`config.mk`:
```
export PLATFORM = sky130hd
export DESIGN_NAME = machine_timer
export DESIGN_NICKNAME = d
export VERILOG_FILES = /design/src/rtl/machine_timer_pkg.sv /design/src/rtl/machine_timer_tick.sv /design/src/rtl/machine_timer.sv
export SDC_FILE = /design/constraint.sdc
export NUM_CORES = 1
export LEC_CHECK = 0
export ABC_AREA = 1
export BUFFER_PORTS_ARGS = -buffer_cell sky130_fd_sc_hd__buf_2
export CAP_MARGIN = 15
export CORE_ASPECT_RATIO = 1.75
export CORE_MARGIN = 10
export CORE_UTILIZATION = 30
export CTS_CLUSTER_SIZE = 25
export DETAILED_ROUTE_END_ITERATION = 12
export GPL_ROUTABILITY_DRIVEN = 0
export SLEW_MARGIN = 10
export SYNTH_ARGS = -nofsm -noshare
export SYNTH_HDL_FRONTEND = slang
export SYNTH_SLANG_ARGS = --single-unit
```
`constraint.sdc`:
```
create_clock -name clk -period 3.02 [get_ports clk]
set_clock_uncertainty 0.1 [all_clocks]
set_input_delay 0 -clock clk [delete_from_list [all_inputs] [get_ports clk]]
set_output_delay 0 -clock clk [all_outputs]
set_load 0.01 [all_outputs]
```
`src/rtl/machine_timer_pkg.sv`:
```
// -----------------------------------------------------------------------------
// machine_timer_pkg
// Shared types and constants for the RISC-V machine timer agent.
//   timer_reg_e     : register index decoded from address[4:2]
//   MTIMECMP_RESET  : compare value after reset (interrupt cannot fire)
//   CTRL_EN_BIT     : position of the counter enable bit in CTRL
// -----------------------------------------------------------------------------
package machine_timer_pkg;

    typedef enum logic [2:0] {
        MTIME_LO    = 3'd0,
        MTIME_HI    = 3'd1,
        MTIMECMP_LO = 3'd2,
        MTIMECMP_HI = 3'd3,
        CTRL        = 3'd4
    } timer_reg_e;

    localparam logic [63:0] MTIMECMP_RESET = 64'hFFFF_FFFF_FFFF_FFFF;
    localparam int          CTRL_EN_BIT    = 0;

endpackage

```
`src/rtl/machine_timer_tick.sv`:
```
// -----------------------------------------------------------------------------
// tick_divider
// Prescaler for the machine timer: produces one tick every PRESCALE enabled
// clock cycles. The counter runs 0..PRESCALE-1 and the tick is asserted while
// it sits at PRESCALE-1. With en=0 the counter holds its value.
//   clk  in  system clock
//   rst  in  synchronous, active-high reset (counter -> 0)
//   en   in  count enable
//   tick out one-cycle increment strobe for mtime
// PRESCALE=1 degenerates to tick=en with no state.
// -----------------------------------------------------------------------------
module tick_divider #(
    parameter int PRESCALE = 1
) (
    input  logic clk,
    input  logic rst,
    input  logic en,
    output logic tick
);

    generate
        if (PRESCALE <= 1) begin : g_bypass
            // No counter needed; clk/rst only feed a discarded reduction.
            logic unused_clk_rst;
            assign unused_clk_rst = clk ^ rst;
            assign tick = en;
        end else begin : g_count
            localparam int CW = $clog2(PRESCALE);
            localparam logic [CW-1:0] LAST = CW'(PRESCALE - 1);

            logic [CW-1:0] count_reg;

            always_ff @(posedge clk) begin
                if (rst) begin
                    count_reg <= '0;
                end else if (en) begin
                    count_reg <= (count_reg == LAST) ? '0 : count_reg + CW'(1);
                end
            end

            assign tick = en && (count_reg == LAST);
        end
    endgenerate

endmodule

```
`src/rtl/machine_timer.sv`:
```
// -----------------------------------------------------------------------------
// machine_timer
// Avalon-MM read/write agent implementing a RISC-V machine timer
// (64-bit mtime / mtimecmp) with a level interrupt.
//   clk, rst        system clock, synchronous active-high reset
//   address[4:2]    register select (MTIME_LO/HI, MTIMECMP_LO/HI, CTRL)
//   read, write     requests, accepted when waitrequest=0 (write wins)
//   writedata       write data, byteenable selects the bytes written
//   readdata        read data, valid while readdatavalid=1, held otherwise
//   readdatavalid   one pulse per accepted read, fixed latency 1
//   waitrequest     high only from reset until the first cycle after it
//   timer_irq       registered (mtime >= mtimecmp)
// Build option MTIME_SNAPSHOT_EN: an MTIME_LO read latches mtime[63:32] into a
// shadow register that MTIME_HI reads return, for tear-free 64-bit reads.
// -----------------------------------------------------------------------------
module machine_timer
    import machine_timer_pkg::*;
#(
    parameter int PRESCALE = 1
) (
    input  logic        clk,
    input  logic        rst,
    input  logic [31:0] address,
    input  logic        read,
    input  logic        write,
    input  logic [31:0] writedata,
    input  logic [3:0]  byteenable,
    output logic [31:0] readdata,
    output logic        readdatavalid,
    output logic        waitrequest,
    output logic        timer_irq
);

    logic [63:0] mtime_reg, mtime_next;
    logic [63:0] mtimecmp_reg, mtimecmp_next;
    logic        en_reg, en_next;
    logic [31:0] readdata_reg;
    logic        readdatavalid_reg;
    logic        waitrequest_reg;
    logic        irq_reg;
    logic        tick;

    logic [2:0]  reg_idx;
    logic        accept_wr, accept_rd;
    logic [31:0] be_mask;
    logic [31:0] rd_data;

    logic unused_addr;
    assign unused_addr = ^{address[31:5], address[1:0]};

    assign reg_idx   = address[4:2];
    assign accept_wr = write && !waitrequest_reg;
    // A simultaneous write takes priority; the read is not accepted.
    assign accept_rd = read && !write && !waitrequest_reg;

    genvar gi;
    generate
        for (gi = 0; gi < 4; gi++) begin : g_be_mask
            assign be_mask[gi*8 +: 8] = {8{byteenable[gi]}};
        end
    endgenerate

    tick_divider #(.PRESCALE(PRESCALE)) u_tick (
        .clk  (clk),
        .rst  (rst),
        .en   (en_reg),
        .tick (tick)
    );

    // Next-state: the increment is computed first, then a software write to
    // either half replaces the whole value with {written half, pre-edge other
    // half}, so a write on a tick edge suppresses that increment.
    always_comb begin
        mtime_next    = mtime_reg;
        mtimecmp_next = mtimecmp_reg;
        en_next       = en_reg;

        if (tick) begin
            mtime_next = mtime_reg + 64'd1;
        end

        if (accept_wr) begin
            case (reg_idx)
                MTIME_LO: mtime_next = {mtime_reg[63:32],
                                        (mtime_reg[31:0] & ~be_mask) | (writedata & be_mask)};
                MTIME_HI: mtime_next = {(mtime_reg[63:32] & ~be_mask) | (writedata & be_mask),
                                        mtime_reg[31:0]};
                MTIMECMP_LO: mtimecmp_next = {mtimecmp_reg[63:32],
                                              (mtimecmp_reg[31:0] & ~be_mask) | (writedata & be_mask)};
                MTIMECMP_HI: mtimecmp_next = {(mtimecmp_reg[63:32] & ~be_mask) | (writedata & be_mask),
                                              mtimecmp_reg[31:0]};
                CTRL: begin
                    if (byteenable[0]) begin
                        en_next = writedata[CTRL_EN_BIT];
                    end
                end
                default: ;
            endcase
        end
    end

`ifdef MTIME_SNAPSHOT_EN
    logic [31:0] shadow_hi_reg;

    always_ff @(posedge clk) begin
        if (rst) begin
            shadow_hi_reg <= '0;
        end else if (accept_rd && (reg_idx == MTIME_LO)) begin
            shadow_hi_reg <= mtime_reg[63:32];
        end
    end
`endif

    always_comb begin
        rd_data = '0;
        case (reg_idx)
            MTIME_LO:    rd_data = mtime_reg[31:0];
`ifdef MTIME_SNAPSHOT_EN
            MTIME_HI:    rd_data = shadow_hi_reg;
`else
            MTIME_HI:    rd_data = mtime_reg[63:32];
`endif
            MTIMECMP_LO: rd_data = mtimecmp_reg[31:0];
            MTIMECMP_HI: rd_data = mtimecmp_reg[63:32];
            CTRL:        rd_data = {31'd0, en_reg};
            default:     rd_data = '0;
        endcase
    end

    always_ff @(posedge clk) begin
        if (rst) begin
            mtime_reg         <= '0;
            mtimecmp_reg      <= MTIMECMP_RESET;
            en_reg            <= 1'b1;
            readdata_reg      <= '0;
            readdatavalid_reg <= 1'b0;
            waitrequest_reg   <= 1'b1;
            irq_reg           <= 1'b0;
        end else begin
            mtime_reg         <= mtime_next;
            mtimecmp_reg      <= mtimecmp_next;
            en_reg            <= en_next;
            waitrequest_reg   <= 1'b0;
            readdatavalid_reg <= accept_rd;
            if (accept_rd) begin
                readdata_reg <= rd_data;
            end
            // Compare post-update values so the irq tracks the new state.
            irq_reg <= (mtime_next >= mtimecmp_next);
        end
    end

    assign readdata      = readdata_reg;
    // A response pending when reset arrives is dropped rather than delivered.
    assign readdatavalid = readdatavalid_reg && !rst;
    assign waitrequest   = waitrequest_reg;
    assign timer_irq     = irq_reg;

endmodule

```
==> flow_summary.ini, run 1 <==
[run_status]
violations = setup timing
outcome = finished with violations

[clocking]
clk_pin_slew_ns = 0.07
cts_made_buffers = 17
cts_htree_levels = 4
cts_tree = yes
root_buffer = clkbuf_16
cts_buffer_depth = 2
clock-sinks = 164
clkLatencyLatePin_ns = 0.47

[logic_synthesis]
yosysTopAreaCellShare_pct = 27.7
synth.avg_cell_area_um2 = 6.17
ys_ff_latch = 164
syn_nets = 2059
synth_area_um2 = 11900
yosys.area.top_type = dfxtp_1
ys.warnings.count = 0
synthCells = 1922
ys.flop_type = dfxtp_1
synthTopCellsByArea = dfxtp_1 (28%), nand2_1 (17%), inv_1 (8.7%)
yosysUniqueCellTypes = 41
synth.yosys.seq_area_share_pct = 27.7
synthArstFlopShare_pct = 0
yosysMostFrequentCell = nand2_1
synth_edf_count = 0
yosys-top-cells-count = nand2_1 (535), inv_1 (274), nor2_1 (228)

[worst_setup_path]
r2r_cells = 23
worstPathMaxFanout = 4
endpoint_kind = register
arrival_ns = 3.52
regToRegEndpoint = timer_irq
critPathKind = register to register
r2r-start = mtime_reg[19]
crit_end = timer_irq
cp.required_ns = 3.24
start_kind = register
cp-startpoint = mtime_reg[19]
r2r_slack_ns = -0.28

[timing]
worst_slew_pin_slew_ns = 1.16
finalWorstSetupSlack_ns = -0.275
min_period_ns = 3.30
finalCritPeriodShare_pct = 109
setup_viol = 1
max_freq_ghz = 0.303
relSlewSlack_pct = 22.4
hold_viol_final = 0
tns_ns = -0.275
rsz0062_at_grt = true
slew_violations = 0

[global_routing]
grt_pass1_vias = 14700
antenna_found_initial = 0
grt_pass1_wl_um = 87700
grt_overflow_total = 0
grt_max_degree = 64
grtUsageTotal_pct = 24.3

[cells_and_area]
fillers = 4041
layout-drive-gt1-share_pct = 25.8
final_nets = 2432
fin_cells = 2800
area_growth_pct = 40.4

[floorplan]
die_h_um = 283
core-area_um2 = 39200
die-width_um = 170
rows = 96
ioPinCount = 107
die_area_um2 = 48200
start_util_pct = 30.3

[detailed_routing]
vias_per_cell = 5.36
finalWirelength_um = 60000
drc = 0
avgRoutedWirePerCell_um = 21.4
firstDrtPassIters = 7
drt-initial-drc-count = 1178
drtAntennaViolNets = 0
vias = 15000

[flow_run]
cap_violations = 0

[placement]
dp.cells = 2700
port-buffer-count = 77
hpwl_um = 45200

[worst_hold_path]
worst_hold_path_type = input port to register

[power_and_ir_drop]
peakVddDrop_uv = 360
pwr_density_cell_nw_per_um2 = 333
power_leakage_nw = 8.14
[cell usage in the layout, fill, tap and decap left out, drive strengths merged, types with 26 or more instances in the layout]
master,count
a21oi,87
buf,400
dfxtp,164
dlygate4sd3,31
ha,65
inv,284
nand2,538
nand3,86
nand4,26
nor2,250
o211ai,38
o21ai,155
o221ai,52
[how the worst min path moves through the flow]
stage / from / to / slack (ns) / depth (start not counted)
6_report: writedata[15] / mtimecmp_reg[15] / 0.03 / 7
5_1_grt: writedata[26] / mtimecmp_reg[58] / 0.03 / 7
4_1_cts: writedata[26] / mtimecmp_reg[58] / 0.009 / 7
3_5_place_dp: writedata[1] / mtimecmp_reg[1] / 0.20 / 3
3_3_place_gp: writedata[1] / mtimecmp_reg[1] / 0.21 / 3
2_1_floorplan: rst / waitrequest / -0.07 / 0
[logic make-up (layout without fill, tap and decap cells)]
family                     count (synthesis)  in the layout  synth area share, %
and+or+nand+nor                          926            926                 32.3
AOI/OAI and AO/OA                        384            384                 19.7
buffers and inverters                    360            746                 11.8
DFF                                      164            164                 27.7
adders and majority gates                 65             65                 6.86
xor gates and xnor gates                  22             22                 1.62
muxes                                      1              1               0.0844
other                                      0              2                    0
[what timing repair did]
action,CTS,global route
hold buffers,31,0
resized for setup,99,85
pin swaps,37,45
endpoints found under the hold margin,101,0
setup buffers,23,12
endpoints found under the setup margin,1,1
[report_power, final]
| part | internal, mW | switching [mW] |
|---|---|---|
| Combinational | 0.343 | 0.611 |
| Clock | 1.24 | 1.09 |
| Sequential | 2.22 | 0.0494 |
| Total | 3.80 | 1.75 |
[cell type report]
| class | count | area, um^2 | share of cell area (%) |
|---|---|---|---|
| Inverter | 283 | 1070 | 6.40 |
| Clock inverter | 14 | 166 | 1.00 |
| Clock buffer | 18 | 429 | 2.58 |
| Timing Repair Buffer | 431 | 3290 | 19.8 |
| Tap cell | 490 | 613 | 3.68 |
| Antenna cell | 2 | 5.00 | 0.0301 |
| Sequential cell | 164 | 3310 | 19.9 |
| Multi-Input combinational cell | 1398 | 7760 | 46.6 |
[through the flow]
step | cell area [um^2] | hold WS [ns] | util [%] | total power [mW] | setup slack [ns]
floorplan | 11900 | -0.0723 | - | 2.76 | 0.420
global placement | 14800 | 0.211 | 37.9 | 3.14 | -0.799
detailed placement | 14800 | 0.204 | 37.9 | 3.16 | -0.832
CTS | 16300 | 0.00929 | 41.5 | 5.53 | -0.130
global route | 16600 | 0.0347 | 42.5 | 5.72 | -0.401
finish | 16600 | 0.0282 | 42.5 | 5.55 | -0.275
[critical path: stages, from the launching register on]
cell	delay, ns
dfxtp_1	0.34
buf_4	0.15
nand2_1	0.15
nor2_1	0.13
nand2_1	0.14
nor2_2	0.15
nand2_2	0.12
nor2_4	0.24
buf_4	0.17
buf_4	0.10
buf_4	0.09
nand2_1	0.04
nand3_1	0.07
nand2_1	0.07
inv_1	0.07
ha_1	0.23
a21oi_1	0.13
o21ai_0	0.13
nand2_1	0.08
nand3_1	0.11
nand2_1	0.09
nand2_1	0.08
nor2_4	0.10
a21oi_2	0.06
[metal layers]
layer / vias to the layer above / wire (um) / track usage, %
met5: - / 0 / 0
met1: 6962 / 19200 / 22.4
met2: 706 / 30100 / 43.4
met3: 299 / 3680 / 4.22
met4: 0 / 7010 / 23.8
li1: 7053 / - / -
No activity file was read; power rests on OpenSTA's default activity.
==> run 2: changes to the inputs <==
--- a/config.mk
+++ b/config.mk
@@ -6,13 +6,13 @@
 export NUM_CORES = 1
 export LEC_CHECK = 0
 export ABC_AREA = 1
-export BUFFER_PORTS_ARGS = -buffer_cell sky130_fd_sc_hd__buf_2
 export CAP_MARGIN = 15
 export CORE_ASPECT_RATIO = 1.75
 export CORE_MARGIN = 10
 export CORE_UTILIZATION = 30
 export CTS_CLUSTER_SIZE = 25
 export DETAILED_ROUTE_END_ITERATION = 12
+export DONT_BUFFER_PORTS = 1
 export GPL_ROUTABILITY_DRIVEN = 0
 export SLEW_MARGIN = 10
 export SYNTH_ARGS = -nofsm -noshare
==> flow_summary.ini, run 2 (synthesis results as in run 1) <==
[timing]
finalWorstSetupSlack_ns = -0.129
relSlewSlack_pct = 27.6
hold_viol_final = 2
rsz0062_at_grt = true
hold_ws_ns = -0.546
slew_violations = 0
worst_slew_pin_slew_ns = 1.09
finalCritPeriodShare_pct = 104
setup_viol = 1
max_freq_ghz = 0.318
min_period_ns = 3.15

[worst_setup_path]
crit_family = simple AND/OR/NAND/NOR gates
path_cells = nand2_1 -> buf_4 -> nor2_1 -> buf_4 -> nand2_1 -> nor3b_2 -> buf_4 -> nand2_1 -> nand2_1 -> nand3_1 -> nand2_1 -> inv_1 -> ha_1 -> a21oi_1 -> o21ai_0 -> buf_4 -> nand2_1 -> nand3_1 -> nand2_1 -> nand2_1 -> nor2_2 -> a21oi_2
start_kind = register
critPathKind = register to register
arrival_ns = 3.43
endpoint_kind = register
critPathBufInv = 5
cp.required_ns = 3.30
cpPeakStageDelay_ns = 0.38
worstPathMaxFanout = 5
crit_path_top_delay_cell = dfxtp_2
critical_path.most_common_cell = nand2_1

[placement]
port-buffer-count = 0
hpwl_um = 44700
dp.cells = 2602
post_dp_cell_area_um2 = 14300

[cells_and_area]
final_area_um2 = 17300
layout-drive-gt1-share_pct = 22.3
area_growth_pct = 45.7
final_nets = 2446
fin_cells = 2813
fillers = 3909
regArea_um2 = 3350
final_cell_mix = nand2_1 (501), buf_4 (273), inv_1 (266)
multi_input_comb_area_um2 = 7770
fin_util_pct = 44.1
final_common_cell = nand2_1

[floorplan]
rows = 96
ioPinCount = 107
die-width_um = 170
start_util_pct = 30.3
die_area_um2 = 48200
die_h_um = 283
core-area_um2 = 39200

[detailed_routing]
drtAntennaViolNets = 0
vias_per_cell = 5.42
firstDrtPassIters = 6
drc = 0
vias = 15200
finalWirelength_um = 61400
avgRoutedWirePerCell_um = 21.8
drt-initial-drc-count = 1170

[global_routing]
antenna_found_initial = 0
grt_max_degree = 104
grt_pass1_wl_um = 90500
grtUsageTotal_pct = 25.0
grt_overflow_total = 0
grt_pass1_vias = 15200

[power_and_ir_drop]
finalPower_mw = 5.46
peakVddDrop_uv = 384
pwr_density_cell_nw_per_um2 = 316
power_leakage_nw = 8.33

[run_status]
violations = hold timing, setup timing
outcome = finished with violations

[clocking]
clock-sinks = 164
clkLatencyLatePin_ns = 0.48
root_buffer = clkbuf_16
clk_pin_slew_ns = 0.08
cts_made_buffers = 17
cts_tree = yes
cts_htree_levels = 4
cts_buffer_depth = 2

[worst_hold_path]
worst_hold_path_type = input port to register

[flow_run]
cap_violations = 0
run 2: through the flow:
step	setup WS (ns)	setup TNS, ns	hold WS [ns]
floorplan	0.420	0	-0.0723
global placement	-0.630	-0.630	-0.0629
detailed placement	-0.634	-0.634	-0.0647
CTS	-0.137	-0.137	-0.548
global route	-0.288	-0.288	-0.550
finish	-0.129	-0.129	-0.546
run 2: routing by layer:
metal  vias up  global-route usage, %  share of wire [%]  wire length [um]
li1       7086                      -                  -                 -
met1      7131                   23.4                 32             19800
met2       734                   45.5                 51             31400
met3       288                   3.31                5.7              3470
met4         0                   22.8                 11              6740
met5         -                      0                  0                 0
run 2: final timing paths:
path | start | end | slack, ns | cells after the start
worst max-delay path | mtime_reg[34] | timer_irq | -0.13 | 22
worst min-delay path | rst | waitrequest | -0.55 | 0
worst max register to register | mtime_reg[34] | timer_irq | -0.13 | 22
worst min register to register | mtimecmp_reg[28] | mtimecmp_reg[28] | 0.42 | 2
run 2: worst reg2reg max path, delay by kind of cell, from the launching register on:
| kind | cells | cell delay, ns |
|---|---|---|
| compound gates | 3 | 0.27 |
| fa+ha+maj | 1 | 0.31 |
| buf+inv | 5 | 0.69 |
| flops | 1 | 0.38 |
| simple gates | 13 | 1.32 |
run 2: power breakdown:
part           switching [mW]  leakage (nW)  internal (mW)  total [mW]
registers              0.0627          1.35           2.21        2.28
logic                   0.547          6.69          0.348       0.895
clock network            1.18         0.288           1.11        2.29
run 2: cell type report:
type                    instances  area share (%)
clock inverters                15           0.898
multi-input cells            1398            45.0
flip-flops and latches        164            19.4
well taps                     490            3.55
inverters                     283            6.19
clock buffers                  17            2.46
repair buffers                445            22.5
diodes                          1          0.0145
run 2: what timing repair did:
| action | CTS | global route |
|---|---|---|
| hold buffers | 154 | 1 |
| pin swaps | 27 | 54 |
| setup buffers | 10 | 13 |
| hold endpoints to repair | 165 | 3 |
| gates resized for setup | 84 | 140 |
| setup endpoints to repair | 1 | 1 |
==> run 3: changes to the inputs <==
--- a/config.mk
+++ b/config.mk
@@ -17,4 +17,5 @@
 export SLEW_MARGIN = 10
 export SYNTH_ARGS = -nofsm -noshare
 export SYNTH_HDL_FRONTEND = slang
+export SYNTH_HIERARCHICAL = 1
 export SYNTH_SLANG_ARGS = --single-unit
==> flow_summary.ini, run 3 <==
[clocking]
cts_tree = yes
cts_buffer_depth = 2
cts_htree_levels = 4
clkLatencyLatePin_ns = 0.47
cts_made_buffers = 17
clk_pin_slew_ns = 0.07
root_buffer = clkbuf_16
clock-sinks = 164

[worst_setup_path]
cp.required_ns = 3.33
r2r_slack_ns = -0.21
endpoint_kind = register
r2r_cells = 18
r2r-start = mtime_reg[1]
arrival_ns = 3.54
regToRegEndpoint = timer_irq
critPathKind = register to register
worstPathMaxFanout = 4
start_kind = register

[detailed_routing]
avgRoutedWirePerCell_um = 20.8
drtAntennaViolNets = 0
drc = 0
firstDrtPassIters = 5
vias = 15100
finalWirelength_um = 57700
vias_per_cell = 5.43
drt-initial-drc-count = 1115

[cells_and_area]
layout-drive-gt1-share_pct = 22.0
diodes = 0
final_cell_mix = nand2_1 (486), buf_4 (282), inv_1 (259)
final_common_cell = nand2_1
area_growth_pct = 43.7
final_nets = 2412

[power_and_ir_drop]
pwr_density_cell_nw_per_um2 = 318
power_leakage_nw = 8.37
finalPower_mw = 5.41
peakVddDrop_uv = 348

[run_status]
outcome = finished with violations
violations = setup timing

[worst_hold_path]
hold_start = address[2]
holdPathEnd = mtimecmp_reg[28]
worst_hold_path_type = input port to register
hold_depth = 6

[global_routing]
grt_pass1_vias = 14900
grt_overflow_total = 0
grt_pass1_wl_um = 86200
grt_max_degree = 84
antenna_found_initial = 0
grtUsageTotal_pct = 23.8

[floorplan]
die_h_um = 283
rows = 96
die_area_um2 = 48100
die-width_um = 170
start_util_pct = 30.2
ioPinCount = 107
core-area_um2 = 39200

[logic_synthesis]
ys.flop_type = dfxtp_1
synth.avg_cell_area_um2 = 6.21
synthTopCellsByArea = dfxtp_1 (28%), nand2_1 (16%), inv_1 (8.4%)
synth.yosys.seq_area_share_pct = 27.7
synth_area_um2 = 11800
ys_ff_latch = 164
yosysTopAreaCellShare_pct = 27.7
yosys.area.top_type = dfxtp_1
ys.warnings.count = 6
yosys-top-cells-count = nand2_1 (513), inv_1 (266), nor2_1 (233)
synthArstFlopShare_pct = 0
yosysMostFrequentCell = nand2_1
yosysUniqueCellTypes = 47
synthCells = 1905
syn_nets = 2042
synth_edf_count = 0

[placement]
pre_cts_slack_ns = -0.900
hpwl_um = 42100
port-buffer-count = 0

[timing]
setup_viol = 1
tns_ns = -0.211
relSlewSlack_pct = 38.7
max_freq_ghz = 0.310
hold_ws_ns = 0.0253
finalWorstSetupSlack_ns = -0.211
rsz0062_at_grt = true
worst_slew_pin_slew_ns = 0.920
hold_viol_final = 0
finalCritPeriodShare_pct = 107
min_period_ns = 3.23
slew_violations = 0

[flow_run]
cap_violations = 0
-- run 3: cell types whose count changed after synthesis, sizes merged, moves of 7 or more --
cell / change
o31ai: +8
nand2: -20
buf: -7
clkbuf: +12
inv: -10
-- run 3: cells by family after synthesis --
kind of cell    Yosys count  share of synthesized area (%)
mux                       3                          0.275
buf+inv                 357                           11.6
fa+ha+maj                65                           6.87
flops                   164                           27.7
compound gates          381                           19.8
xor+xnor                 23                           1.70
simple gates            912                           32.0
-- run 3: timing repair --
item                                    in CTS  in global routing
cloned                                       0                  0
endpoints found under the setup margin       1                  1
pin swaps                                   31                 43
setup buffers                               31                 10
hold endpoints to repair                   165                  0
gates resized for setup                     96                 88
hold buffers                               132                  0
-- run 3: routing by layer --
metal  up-vias  part of all wire, %  track usage (%)
met2       769                   51             43.2
met5         -                    0                0
met1      7003                   32             22.5
li1       6996                    -                -
met4         0                   11             22.0
met3       308                  5.9             3.59
-- run 3: cell type report --
class,instances,area [um^2]
fill,3966,22200
multi-input combinational,1384,7660
timing repair buffer,433,3750
sequential,164,3360
inverter,275,1040
tap,490,613
clock buffer,21,470
clock inverter,11,115
-- run 3: worst max-delay path, cell delays in order, from the launching register on --
cell and delay (ns):
dfxtp_4 0.38, nand2_4 0.07, nor2_4 0.16, buf_6 0.13, nand3_4 0.07, nor2_4 0.17, buf_6 0.15, nand2_8 0.05
o21ai_4 0.15, nand2_1 0.08, o21ai_2 0.15, inv_2 0.06, ha_4 0.28, nand2_4 0.05, nor2_4 0.17, nand4_1 0.44
nor3_2 0.29, nand2_1 0.08, a21oi_1 0.11
-- run 3: worst max-delay path by stage --
stage               slack, ns   endpoint     startpoint  depth (start not counted)
floorplan                0.42  timer_irq    waitrequest                         18
global placement        -0.87  timer_irq  mtime_reg[28]                         18
detailed placement      -0.90  timer_irq  mtime_reg[28]                         18
CTS                     -0.14  timer_irq   mtime_reg[1]                         19
global route            -0.28  timer_irq  mtime_reg[16]                         18
finish                  -0.21  timer_irq   mtime_reg[1]                         18
-- run 3: power by group --
part           leakage [nW]  internal [mW]  switching, mW
registers              1.35           2.22         0.0595
logic                  6.73          0.359          0.518
clock network         0.287           1.22           1.04
-- run 3: metrics by stage --
stage	instances	util [%]	instance area, um^2
after detailed placement	2574	36.3	14200
after global placement	2574	36.3	14200
final	2778	43.4	17000
after floorplan	1905	-	11800
after global routing	2778	43.4	17000
after CTS	2769	42.5	16700
